`src/rtl/pipeline_hazard_ctrl_if.sv`:
```
// Bundle between the JOF32 decode stage and the hazard controller: ID-stage
// instruction fields, branch/memory status in, pipeline enables, forwarding selects and counters out.
interface pipeline_hazard_ctrl_if #(
  parameter int REG_AW = 4,
  parameter int CNT_W  = 16
);
  logic              id_valid;
  logic [REG_AW-1:0] id_rs;
  logic [REG_AW-1:0] id_rt;
  logic              id_uses_rs;
  logic              id_uses_rt;
  logic [REG_AW-1:0] id_rd;
  logic              id_reg_wr;
  logic              id_sel_ld;
  logic              branch_taken;
  logic              mem_busy;
  logic              pc_en;
  logic              if_id_en;
  logic              if_id_flush;
  logic              id_ex_en;
  logic              id_ex_bubble;
  logic              ex_mem_en;
  logic [1:0]        fwd_a_sel;
  logic [1:0]        fwd_b_sel;
  logic [CNT_W-1:0]  stall_cnt;
  logic [CNT_W-1:0]  flush_cnt;

  modport master (
    output id_valid, id_rs, id_rt, id_uses_rs, id_uses_rt, id_rd, id_reg_wr,
           id_sel_ld, branch_taken, mem_busy,
    input  pc_en, if_id_en, if_id_flush, id_ex_en, id_ex_bubble, ex_mem_en,
           fwd_a_sel, fwd_b_sel, stall_cnt, flush_cnt
  );

  modport slave (
    input  id_valid, id_rs, id_rt, id_uses_rs, id_uses_rt, id_rd, id_reg_wr,
           id_sel_ld, branch_taken, mem_busy,
    output pc_en, if_id_en, if_id_flush, id_ex_en, id_ex_bubble, ex_mem_en,
           fwd_a_sel, fwd_b_sel, stall_cnt, flush_cnt
  );
endinterface

```
`src/rtl/pipeline_hazard_ctrl.sv`:
```
// Hazard/forwarding controller for the 5-stage JOF32 pipeline. Tracks EX and MEM
// destinations in a shadow pipeline and drives stalls, flushes and forwarding selects.
//
// state   | meaning
// RUN     | normal issue
// LDSTALL | cycle after a load-use bubble; load now sits in MEM
// FLUSH   | remaining branch-penalty flush cycles
// MWAIT   | frozen on mem_busy; held_q remembers the state to resume
module pipeline_hazard_ctrl #(
  parameter int REG_AW         = 4,
  parameter int BRANCH_PENALTY = 1,
  parameter int ZERO_REG_HW    = 1,
  parameter int CNT_W          = 16
) (
  input logic                  clk,
  input logic                  rst,
  pipeline_hazard_ctrl_if.slave hz
);
  typedef enum logic [1:0] {RUN, LDSTALL, FLUSH, MWAIT} state_e;

  localparam logic [2:0] PEN_M1 = 3'(BRANCH_PENALTY - 1);

  state_e            state_q, state_d, held_q, held_d, eff_s;
  logic [2:0]        fcnt_q, fcnt_d;
  logic              ex_vld_q, ex_wr_q, ex_ld_q;
  logic [REG_AW-1:0] ex_rd_q;
  logic              mem_vld_q, mem_wr_q;
  logic [REG_AW-1:0] mem_rd_q;
  logic [CNT_W-1:0]  stall_cnt_q, flush_cnt_q;

  logic pc_en_s, if_id_en_s, if_id_flush_s, id_ex_en_s, bubble_s, ex_mem_en_s;
  logic stall_inc_s, flush_inc_s;
  logic ex_a_s, ex_b_s, mem_a_s, mem_b_s, load_use_s;

  function automatic logic match(input logic vld, input logic wr,
                                 input logic [REG_AW-1:0] rd,
                                 input logic [REG_AW-1:0] src, input logic used);
    return used && vld && wr && (rd == src) && !((ZERO_REG_HW != 0) && (rd == '0));
  endfunction

  // WB needs no shadow entry: the register file writes before it reads.
  always_comb begin
    ex_a_s     = match(ex_vld_q, ex_wr_q, ex_rd_q, hz.id_rs, hz.id_uses_rs);
    ex_b_s     = match(ex_vld_q, ex_wr_q, ex_rd_q, hz.id_rt, hz.id_uses_rt);
    mem_a_s    = match(mem_vld_q, mem_wr_q, mem_rd_q, hz.id_rs, hz.id_uses_rs);
    mem_b_s    = match(mem_vld_q, mem_wr_q, mem_rd_q, hz.id_rt, hz.id_uses_rt);
    load_use_s = hz.id_valid && ex_ld_q && (ex_a_s || ex_b_s);
  end

  always_comb begin
    pc_en_s       = 1'b1;
    if_id_en_s    = 1'b1;
    if_id_flush_s = 1'b0;
    id_ex_en_s    = 1'b1;
    bubble_s      = 1'b0;
    ex_mem_en_s   = 1'b1;
    stall_inc_s   = 1'b0;
    flush_inc_s   = 1'b0;
    state_d       = RUN;
    held_d        = held_q;
    fcnt_d        = fcnt_q;
    eff_s         = (state_q == MWAIT) ? held_q : state_q;
    if (rst) begin
      pc_en_s       = 1'b0;
      if_id_en_s    = 1'b0;
      id_ex_en_s    = 1'b0;
      ex_mem_en_s   = 1'b0;
      if_id_flush_s = 1'b1;
      bubble_s      = 1'b1;
    end else if (hz.mem_busy) begin
      pc_en_s     = 1'b0;
      if_id_en_s  = 1'b0;
      id_ex_en_s  = 1'b0;
      ex_mem_en_s = 1'b0;
      stall_inc_s = 1'b1;
      state_d     = MWAIT;
      held_d      = (eff_s == FLUSH) ? FLUSH : RUN;
    end else if (hz.branch_taken) begin
      if_id_flush_s = 1'b1;
      bubble_s      = 1'b1;
      flush_inc_s   = 1'b1;
      fcnt_d        = PEN_M1;
      state_d       = (PEN_M1 != 3'd0) ? FLUSH : RUN;
    end else if (eff_s == FLUSH) begin
      if_id_flush_s = 1'b1;
      bubble_s      = 1'b1;
      flush_inc_s   = 1'b1;
      fcnt_d        = fcnt_q - 3'd1;
      state_d       = (fcnt_q == 3'd1) ? RUN : FLUSH;
    end else if ((eff_s == RUN) && load_use_s) begin
      pc_en_s     = 1'b0;
      if_id_en_s  = 1'b0;
      bubble_s    = 1'b1;
      stall_inc_s = 1'b1;
      state_d     = LDSTALL;
    end
  end

  always_ff @(posedge clk) begin
    if (rst) begin
      state_q     <= RUN;
      held_q      <= RUN;
      fcnt_q      <= 3'd0;
      ex_vld_q    <= 1'b0;
      ex_wr_q     <= 1'b0;
      ex_ld_q     <= 1'b0;
      ex_rd_q     <= '0;
      mem_vld_q   <= 1'b0;
      mem_wr_q    <= 1'b0;
      mem_rd_q    <= '0;
      stall_cnt_q <= '0;
      flush_cnt_q <= '0;
    end else begin
      state_q <= state_d;
      held_q  <= held_d;
      fcnt_q  <= fcnt_d;
      if (ex_mem_en_s) begin
        ex_vld_q  <= hz.id_valid && !bubble_s;
        ex_wr_q   <= hz.id_reg_wr;
        ex_ld_q   <= hz.id_sel_ld && hz.id_valid && !bubble_s;
        ex_rd_q   <= hz.id_rd;
        mem_vld_q <= ex_vld_q;
        mem_wr_q  <= ex_wr_q;
        mem_rd_q  <= ex_rd_q;
      end
      if (stall_inc_s && (stall_cnt_q != '1)) stall_cnt_q <= stall_cnt_q + 1'b1;
      if (flush_inc_s && (flush_cnt_q != '1)) flush_cnt_q <= flush_cnt_q + 1'b1;
    end
  end

  assign hz.pc_en        = pc_en_s;
  assign hz.if_id_en     = if_id_en_s;
  assign hz.if_id_flush  = if_id_flush_s;
  assign hz.id_ex_en     = id_ex_en_s;
  assign hz.id_ex_bubble = bubble_s;
  assign hz.ex_mem_en    = ex_mem_en_s;
  assign hz.fwd_a_sel    = rst ? 2'b00 : (ex_a_s && !ex_ld_q) ? 2'b01 : mem_a_s ? 2'b10 : 2'b00;
  assign hz.fwd_b_sel    = rst ? 2'b00 : (ex_b_s && !ex_ld_q) ? 2'b01 : mem_b_s ? 2'b10 : 2'b00;
  assign hz.stall_cnt    = stall_cnt_q;
  assign hz.flush_cnt    = flush_cnt_q;
endmodule

```
`src/flat_wrapper.sv`:
```
// flat-port wrapper written by rule: the top's interface ports become plain ports
module pipeline_hazard_ctrl_flat 
#(
  parameter int REG_AW         = 4,
  parameter int BRANCH_PENALTY = 1,
  parameter int ZERO_REG_HW    = 1,
  parameter int CNT_W          = 16
)
  (clk, rst, hz_id_valid, hz_id_rs, hz_id_rt, hz_id_uses_rs, hz_id_uses_rt, hz_id_rd, hz_id_reg_wr, hz_id_sel_ld, hz_branch_taken, hz_mem_busy, hz_pc_en, hz_if_id_en, hz_if_id_flush, hz_id_ex_en, hz_id_ex_bubble, hz_ex_mem_en, hz_fwd_a_sel, hz_fwd_b_sel, hz_stall_cnt, hz_flush_cnt);
  pipeline_hazard_ctrl_if #(.REG_AW(REG_AW), .CNT_W(CNT_W)) hz_i ();
  input logic clk;
  input logic rst;
  input wire logic [$bits(hz_i.id_valid)-1:0] hz_id_valid;
  input wire logic [$bits(hz_i.id_rs)-1:0] hz_id_rs;
  input wire logic [$bits(hz_i.id_rt)-1:0] hz_id_rt;
  input wire logic [$bits(hz_i.id_uses_rs)-1:0] hz_id_uses_rs;
  input wire logic [$bits(hz_i.id_uses_rt)-1:0] hz_id_uses_rt;
  input wire logic [$bits(hz_i.id_rd)-1:0] hz_id_rd;
  input wire logic [$bits(hz_i.id_reg_wr)-1:0] hz_id_reg_wr;
  input wire logic [$bits(hz_i.id_sel_ld)-1:0] hz_id_sel_ld;
  input wire logic [$bits(hz_i.branch_taken)-1:0] hz_branch_taken;
  input wire logic [$bits(hz_i.mem_busy)-1:0] hz_mem_busy;
  output wire logic [$bits(hz_i.pc_en)-1:0] hz_pc_en;
  output wire logic [$bits(hz_i.if_id_en)-1:0] hz_if_id_en;
  output wire logic [$bits(hz_i.if_id_flush)-1:0] hz_if_id_flush;
  output wire logic [$bits(hz_i.id_ex_en)-1:0] hz_id_ex_en;
  output wire logic [$bits(hz_i.id_ex_bubble)-1:0] hz_id_ex_bubble;
  output wire logic [$bits(hz_i.ex_mem_en)-1:0] hz_ex_mem_en;
  output wire logic [$bits(hz_i.fwd_a_sel)-1:0] hz_fwd_a_sel;
  output wire logic [$bits(hz_i.fwd_b_sel)-1:0] hz_fwd_b_sel;
  output wire logic [$bits(hz_i.stall_cnt)-1:0] hz_stall_cnt;
  output wire logic [$bits(hz_i.flush_cnt)-1:0] hz_flush_cnt;
  assign hz_i.id_valid = hz_id_valid;
  assign hz_i.id_rs = hz_id_rs;
  assign hz_i.id_rt = hz_id_rt;
  assign hz_i.id_uses_rs = hz_id_uses_rs;
  assign hz_i.id_uses_rt = hz_id_uses_rt;
  assign hz_i.id_rd = hz_id_rd;
  assign hz_i.id_reg_wr = hz_id_reg_wr;
  assign hz_i.id_sel_ld = hz_id_sel_ld;
  assign hz_i.branch_taken = hz_branch_taken;
  assign hz_i.mem_busy = hz_mem_busy;
  assign hz_pc_en = hz_i.pc_en;
  assign hz_if_id_en = hz_i.if_id_en;
  assign hz_if_id_flush = hz_i.if_id_flush;
  assign hz_id_ex_en = hz_i.id_ex_en;
  assign hz_id_ex_bubble = hz_i.id_ex_bubble;
  assign hz_ex_mem_en = hz_i.ex_mem_en;
  assign hz_fwd_a_sel = hz_i.fwd_a_sel;
  assign hz_fwd_b_sel = hz_i.fwd_b_sel;
  assign hz_stall_cnt = hz_i.stall_cnt;
  assign hz_flush_cnt = hz_i.flush_cnt;
  pipeline_hazard_ctrl #(.REG_AW(REG_AW), .BRANCH_PENALTY(BRANCH_PENALTY), .ZERO_REG_HW(ZERO_REG_HW), .CNT_W(CNT_W)) u_core (.clk(clk), .rst(rst), .hz(hz_i));
endmodule
```
`config.mk`:
```
export PLATFORM = sky130hd
export DESIGN_NAME = pipeline_hazard_ctrl_flat
export DESIGN_NICKNAME = d
export VERILOG_FILES = /design/src/rtl/pipeline_hazard_ctrl_if.sv /design/src/rtl/pipeline_hazard_ctrl.sv /design/src/flat_wrapper.sv
export SDC_FILE = /design/constraint.sdc
export NUM_CORES = 1
export LEC_CHECK = 0
export ABC_CLOCK_PERIOD_IN_PS = 3300
export BUFFER_PORTS_ARGS = -buffer_cell sky130_fd_sc_hd__buf_2
export CAP_MARGIN = 20
export CORE_MARGIN = 2
export CORE_UTILIZATION = 26
export CTS_CLUSTER_DIAMETER = 100
export DETAILED_ROUTE_END_ITERATION = 10
export MAX_ROUTING_LAYER = met4
export PLACE_DENSITY = 0.45
export SYNTH_ARGS = -nofsm -noshare
export SYNTH_HDL_FRONTEND = slang
export SYNTH_SLANG_ARGS = --single-unit
```
`constraint.sdc`:
```
create_clock -name clk -period 3.3 [get_ports clk]
set_input_delay 0.495 -clock clk [delete_from_list [all_inputs] [get_ports clk]]
set_output_delay 0.495 -clock clk [all_outputs]
set_load 0.02 [all_outputs]
```
Yosys cells after proc, flatten, opt, wreduce, memory -nomap -nowiden
Cells that the tools add are included.
{ "op_classes": {"add_sub_neg": 3, "eq_ne": 9, "n_mux": 36, "bitwise": 1, "reduce_logical": 36} }
{ "op_table": {"columns": ["operator", "count"], "rows": [
  ["$add A16 B1 Y16 const B", 2],
  ["$ne A16 B16 Y1 const B", 2],
  ["$logic_and A1 B1 Y1", 26],
  ["$mux W2", 12],
  ["$mux W1", 22],
  ["$eq A4 B4 Y1", 4],
  ["$logic_not A4 Y1", 2],
  ["$mux W3", 2],
  ["$eq A2 B2 Y1 const B", 2],
  ["$logic_not A1 Y1", 4],
  ["$eq A3 B1 Y1 const B", 1],
  ["$sub A3 B1 Y3 const B", 1],
  ["$logic_not A2 Y1", 1],
  ["$reduce_and A2 Y1", 1],
  ["$reduce_bool A2 Y1", 1],
  ["$logic_or A1 B1 Y1", 1],
  ["$not A1 Y1", 1]
]} }
{ "totals": {"ff_bits": 52, "inputBits": 21, "output_inout_bits": 42} }

Longest topological paths before layout
{ "logic_depth": {"depth_word": 14, "mapped_depth": 10} }

Worst setup path after synthesis
OpenSTA, ideal clock, no wires.
{ "synth_timing": {"path_kind": "register to output", "startpoint": "register u_core.ex_rd_q[0]", "endpoint": "output port hz_pc_en", "arrival_ns": 2.125, "required_time_ns": 2.805, "slack_ns": 0.680, "stages_incl_launch_ff": 7, "n_path_buf": 1, "path_cell_list": "dfxtp_1 -> or4_2 -> nand3_4 -> or4_4 -> a211oi_4 -> nor3_1 -> buf_4"} }
{ "synth_via": {"elab_chain_cells": 11, "elab_cells_between_ends": 16} }
{ "synth_rtl": {"columns": ["item", "line", "source"], "rows": [
  ["start, declared", "pipeline_hazard_ctrl.sv:26", "logic [REG_AW-1:0] ex_rd_q;"],
  ["start signal, assigned", "pipeline_hazard_ctrl.sv:121", "ex_rd_q <= hz.id_rd;"],
  ["$eq A4 B4 Y1 or $logic_not A4 Y1 (tied branches)", "pipeline_hazard_ctrl.sv:38", "return used && vld && wr && (rd == src) && !((ZERO_REG_HW != 0) && (rd == '0));"],
  ["$logic_and A1 B1 Y1 or $logic_not A1 Y1 (tied branches)", "pipeline_hazard_ctrl.sv:38", null],
  ["$logic_and A1 B1 Y1", "pipeline_hazard_ctrl.sv:38", null],
  ["$logic_or A1 B1 Y1 *", "pipeline_hazard_ctrl.sv:47", "load_use_s = hz.id_valid && ex_ld_q && (ex_a_s || ex_b_s);"],
  ["$logic_and A1 B1 Y1 *", "pipeline_hazard_ctrl.sv:47", null],
  ["$logic_and A1 B1 Y1 *", "pipeline_hazard_ctrl.sv:90", "end else if ((eff_s == RUN) && load_use_s) begin"],
  ["$mux W1 * (5 in series)", null, null],
  ["end, declared", "flat_wrapper.sv:23", "output wire logic [$bits(hz_i.pc_en)-1:0] hz_pc_en;"]
]} }
Every way passes the cells marked *; elsewhere a longest branch is shown, timed or not.

Worst setup path in the final report
{ "layout_timing": {"startpoint": "register u_core.ex_rd_q[0]", "endpoint": "output port hz_if_id_en"} }
{ "layout_via": {"elab_chain_cells": 11, "elab_cells_between_ends": 16} }
{ "layout_rtl": {"columns": ["item", "line", "source"], "rows": [
  ["$eq A4 B4 Y1 or $logic_not A4 Y1 (tied branches)", "pipeline_hazard_ctrl.sv:38", null],
  ["$logic_and A1 B1 Y1 or $logic_not A1 Y1 (tied branches)", "pipeline_hazard_ctrl.sv:38", null],
  ["$logic_and A1 B1 Y1", "pipeline_hazard_ctrl.sv:38", null],
  ["$logic_or A1 B1 Y1 *", "pipeline_hazard_ctrl.sv:47", null],
  ["$logic_and A1 B1 Y1 *", "pipeline_hazard_ctrl.sv:47", null],
  ["$logic_and A1 B1 Y1 *", "pipeline_hazard_ctrl.sv:90", null],
  ["$mux W1 *", "pipeline_hazard_ctrl.sv:90", null],
  ["$mux W1 *", "pipeline_hazard_ctrl.sv:84", "end else if (eff_s == FLUSH) begin"],
  ["$mux W1 *", "pipeline_hazard_ctrl.sv:78", "end else if (hz.branch_taken) begin"],
  ["$mux W1 *", "pipeline_hazard_ctrl.sv:70", "end else if (hz.mem_busy) begin"],
  ["$mux W1 *", "pipeline_hazard_ctrl.sv:63", "if (rst) begin"],
  ["end, declared", "flat_wrapper.sv:24", "output wire logic [$bits(hz_i.if_id_en)-1:0] hz_if_id_en;"]
]} }
Marks and branches as above.

==> impl.org <==
** Detailed routing
- After detailed routing, the number of remaining DRC violations is 0.
- For this block, the via count after detailed routing is 2295.
- Average wire length per cell after detail routing :: 13.1 um
- Post-Route WL :: 6360 um
- Summed over all nets, wire length on met2 after detailed routing comes to 2780 um.
- The routed design uses 288 um of met3 wire.
- Routed met1 length :: 3230 um
- The detail route stage leaves a number of antenna-violating nets equal to 0.
- Number of DRC violations after detailed-routing iteration 0 :: 90
- Number of vias per cell after detailed routing :: 4.72
- Before antenna repair, the detailed router went through 4 iterations.
- Highest layer used for signal routing :: met4

** Floorplanning
- Area of the placeable core :: 9680 um^2
- From left edge to right edge, the die measures 104 um.
- The floorplan has 36 rows.
- In this run the count of I/O pins placed on the die edge is 63.
- Overall die area :: 10700 um^2
- Initial Utilization :: 26.7%
- Measured along the y axis, the die boundary spans 104 um.

** Setup path
- Critical path fanouts, max :: 5
- Total number of cells along the worst setup path :: 6
- Critical path capture point type :: primary output
- The worst setup path is of the flip-flop to primary output kind.
- Together, buffers and inverters on the worst path number 1.
- Data arrives at the worst endpoint at 2230 ps.
- Cell with the largest stage delay on the worst path :: or4_4
- The worst register-to-register path begins at u_core.ex_rd_q[0]$_SDFFE_PP0P_.
- Worst Reg-to-Reg Cells :: 7
- Minimum setup slack among reg-to-reg paths :: 620 ps
- In this design, the stage delay of the slowest critical-path cell is 570 ps.
- Data on the critical path is required at its endpoint by 2800 ps.
- Worst flop-to-flop path endpoint :: u_core.hz.stall_cnt[11]$_SDFFE_PP0P_
- Grouping stages by cell kind, the critical path spends the most delay in simple AND/OR/NAND/NOR gates.
- STA classifies the critical path startpoint as a flip-flop.
- Critical Path, Cell by Cell :: or4_2 > nand3_4 > or4_4 > a211oi_4 > nor3_1 > buf_2

** Timing
- Hold is met by 411 ps.
- The hold violation count in the final report was 0.
- Final min period :: 2730 ps
- Setup repair after global routing left no endpoint under its margin.
- For the final routed database, the setup TNS stands at 0 ps.
- Final clock period utilization by the worst path :: 82.6%
- Clock skew after layout :: 8.47 ps
- The final-report max-slew violation count came to 0.
- Based on the critical path, the design can be clocked at up to 367 MHz.
- Finish-stage setup viols :: 0
- In this run the tightest slew margin relative to its limit is 44.7%.
- Slew of the pin with the lowest slew margin :: 829 ps
- Across all setup checks in the final design, the least slack found is 574 ps.

** Synth
- Distinct cell type count of the synthesized netlist :: 46
- Post-synthesis average cell area :: 8.75 um^2
- Of the post-synthesis cell area, the dominant cell type holds 39.6%.
- Post-Synthesis Cell Area :: 2580 um^2
- Number of enable-type register cells in the synthesized netlist :: 0
- dfxtp_1 takes more of the synthesized area than any other cell.
- Total nets after synthesis :: 320
- Count of yosys warnings during synthesis :: 0
- Top FF cell, synth :: dfxtp_1
- Sequential elements use 39.6% of the synthesized area.
- Number of standard cells after synthesis :: 295
- In the synthesized netlist the async set-or-reset flop fraction comes to 0%.
- Largest cells by area after synthesis :: dfxtp_1, xor2_1, nor2_1
- Counting flops and latches in the post-synthesis netlist gives 51.

** Power
- Sequential share of power :: 57.0%
- Internal power comes to 838 uW.
- Summed over all nets, the switching power comes to 290 uW.
- Power Density :: 365 nW/um^2
- The clock network burns 32.7% of the power.
- Per report_power, the combinational group accounts for 10.3% of the total.
- Static leakage :: 0.00126 uW
- Net Sw Frac :: 25.7%
- VDD IR-drop max :: 0.153 mV
- The design draws 1130 uW.

** Outcome
- The flow ran to the end, and the final reports show no timing, DRC or antenna violations.

** Place
- Pre-CTS setup slack :: 645 ps
- Once placement finished, the instance area stood at 3000 um^2.
- Detailed placement ended at an HPWL of 4590 um.
- Number of port buffers :: 62
- At the end of routability-driven placement, the weighted congestion stood at 0.761.

** Cells and area
- Number of inserted filler cells in the final layout :: 1033
- 0 antenna diodes ended up in the layout.
- Final layout net count :: 378
- Fraction of final layout cells sized beyond drive strength 1 :: 22.4%
- Compared with the post-synthesis result, the final layout area differs by 19.6%.
- After routing the design area is 3090 um^2.

** Worst hold path
- The worst hold path passes through 2 cells.
- Min-Delay Endpoint :: u_core.ex_ld_q$_SDFFE_PP0P_
- The startpoint identified for the worst hold timing path is hz_id_sel_ld.
- The worst hold path belongs to the class primary input to flip-flop.

** Clocking
- Clock transition at the registers of the reported paths :: 90 ps
- The number of hold buffers added after CTS was 0.
- Clock buffer count from CTS :: 5
- At the later pin of the worst-skew pair, clock insertion delay measures 300 ps.
- TritonCTS clock tree :: done
- CTS H-tree lvls :: 2
- After clock tree synthesis, the repair step resized 0 gates.
- Buffer count from post-CTS setup fixing :: 0
- The tree built by TritonCTS fans out to 51 sinks.
- Clk Tree Root Cell :: clkbuf_8
- Maximum count of clock buffers along a single path :: 2

** Global route
- The first global-routing pass estimated 10600 um of wire.
- Entering global routing, the biggest net connects 35 pins.
- Via count of the first global-routing pass :: 2158
- Overflow left after global routing :: 0
- The number of antenna violations at the first check in global routing came to 0.
- Total Routing Usage GR :: 12.3%

** Flow run
- Max-cap violations in this run came to 0.
metal layers:
layer  up-vias  GRT usage, %
li1       1168             -
met2        50          18.9
met1      1072          16.5
met3         5          2.71
met5         -             -
met4         0          2.90
sequential cells by signal, summed over array words and instances, names as in the netlist, 2 cells and up:
| signal | cells |
|---|---|
| u_core.mem_rd_q | 4 |
| u_core.hz.stall_cnt | 16 |
| u_core.ex_rd_q | 4 |
| u_core.state_q | 2 |
| u_core.hz.flush_cnt | 16 |
| u_core.fcnt_q | 3 |
layout by cell type, fill, tap and decap left out, types with 3 or more instances in the layout:
cell / n
a21oi_1: 14
and3_1: 7
xor2_1: 24
nor2_1: 44
mux2i_1: 16
o31ai_1: 6
nand2_1: 15
nand3_1: 15
inv_1: 8
nand4_1: 10
or4_1: 6
nor4_1: 8
nor3_1: 7
dfxtp_1: 51
nor2b_1: 3
buf_2: 62
ha_1: 4
clkbuf_8: 6
xnor2_1: 8
o21ai_0: 6
logic make-up after synthesis:
| logic type | share of synthesized area, % |
|---|---|
| simple gates | 26.3 |
| flops | 39.6 |
| compound gates | 11.0 |
| xor+xnor | 10.9 |
| buf+inv | 4.17 |
| mux | 6.20 |
| fa+ha+maj | 1.94 |
worst max-delay path by stage:
stage	from	to
after detailed placement	u_core.ex_rd_q[0]$_SDFFE_PP0P_	u_core.hz.stall_cnt[13]$_SDFFE_PP0P_
after CTS	u_core.ex_rd_q[0]$_SDFFE_PP0P_	hz_if_id_en
after global placement	u_core.ex_rd_q[0]$_SDFFE_PP0P_	u_core.hz.stall_cnt[11]$_SDFFE_PP0P_
final	u_core.ex_rd_q[0]$_SDFFE_PP0P_	hz_if_id_en
after global routing	u_core.ex_rd_q[0]$_SDFFE_PP0P_	u_core.hz.stall_cnt[9]$_SDFFE_PP0P_
after floorplan	u_core.ex_rd_q[0]$_SDFFE_PP0P_	hz_pc_en
power groups by stage:
stage / clock network, uW / logic, uW / registers [uW]
2_1_floorplan: 0 / 78.7 / 658
3_3_place_gp: 0 / 116 / 657
3_5_place_dp: 0 / 117 / 658
4_1_cts: 387 / 117 / 644
5_1_grt: 409 / 129 / 646
6_report: 369 / 116 / 643
final cells by class:
class	instances	area, um^2	share of cell area, %
Clock inverter	1	5.00	0.162
Multi-Input combinational cell	222	1450	47.1
Inverter	9	33.8	1.09
Timing Repair Buffer	64	325	10.5
Sequential cell	51	1020	33.1
Tap cell	133	166	5.39
Clock buffer	6	82.6	2.68
cells in the mapped netlist (2+ instances only):
master,number
and4_1,2
o211ai_1,2
dfxtp_1,51
o311ai_1,2
nor2b_1,3
nor2_1,44
and2_1,2
buf_2,2
nand4_1,10
and3_1,7
a21o_1,2
nor4b_1,2
xnor2_1,8
buf_6,2
mux2i_1,16
nand2_1,15
ha_1,4
inv_1,8
o21ai_0,6
a21oi_1,14
o31ai_1,6
nor4_1,8
nand3_1,15
buf_4,2
o41ai_1,2
or4_1,6
xor2_1,24
nor3_1,7
buf_1,6
metrics by stage:
step / instances / utilization, %
6_report: 486 / 31.9
5_1_grt: 486 / 31.9
4_1_cts: 486 / 31.9
3_5_place_dp: 479 / 31.0
3_3_place_gp: 479 / 31.0
2_1_floorplan: 295 / -
No activity file was read; power rests on OpenSTA's default activity.
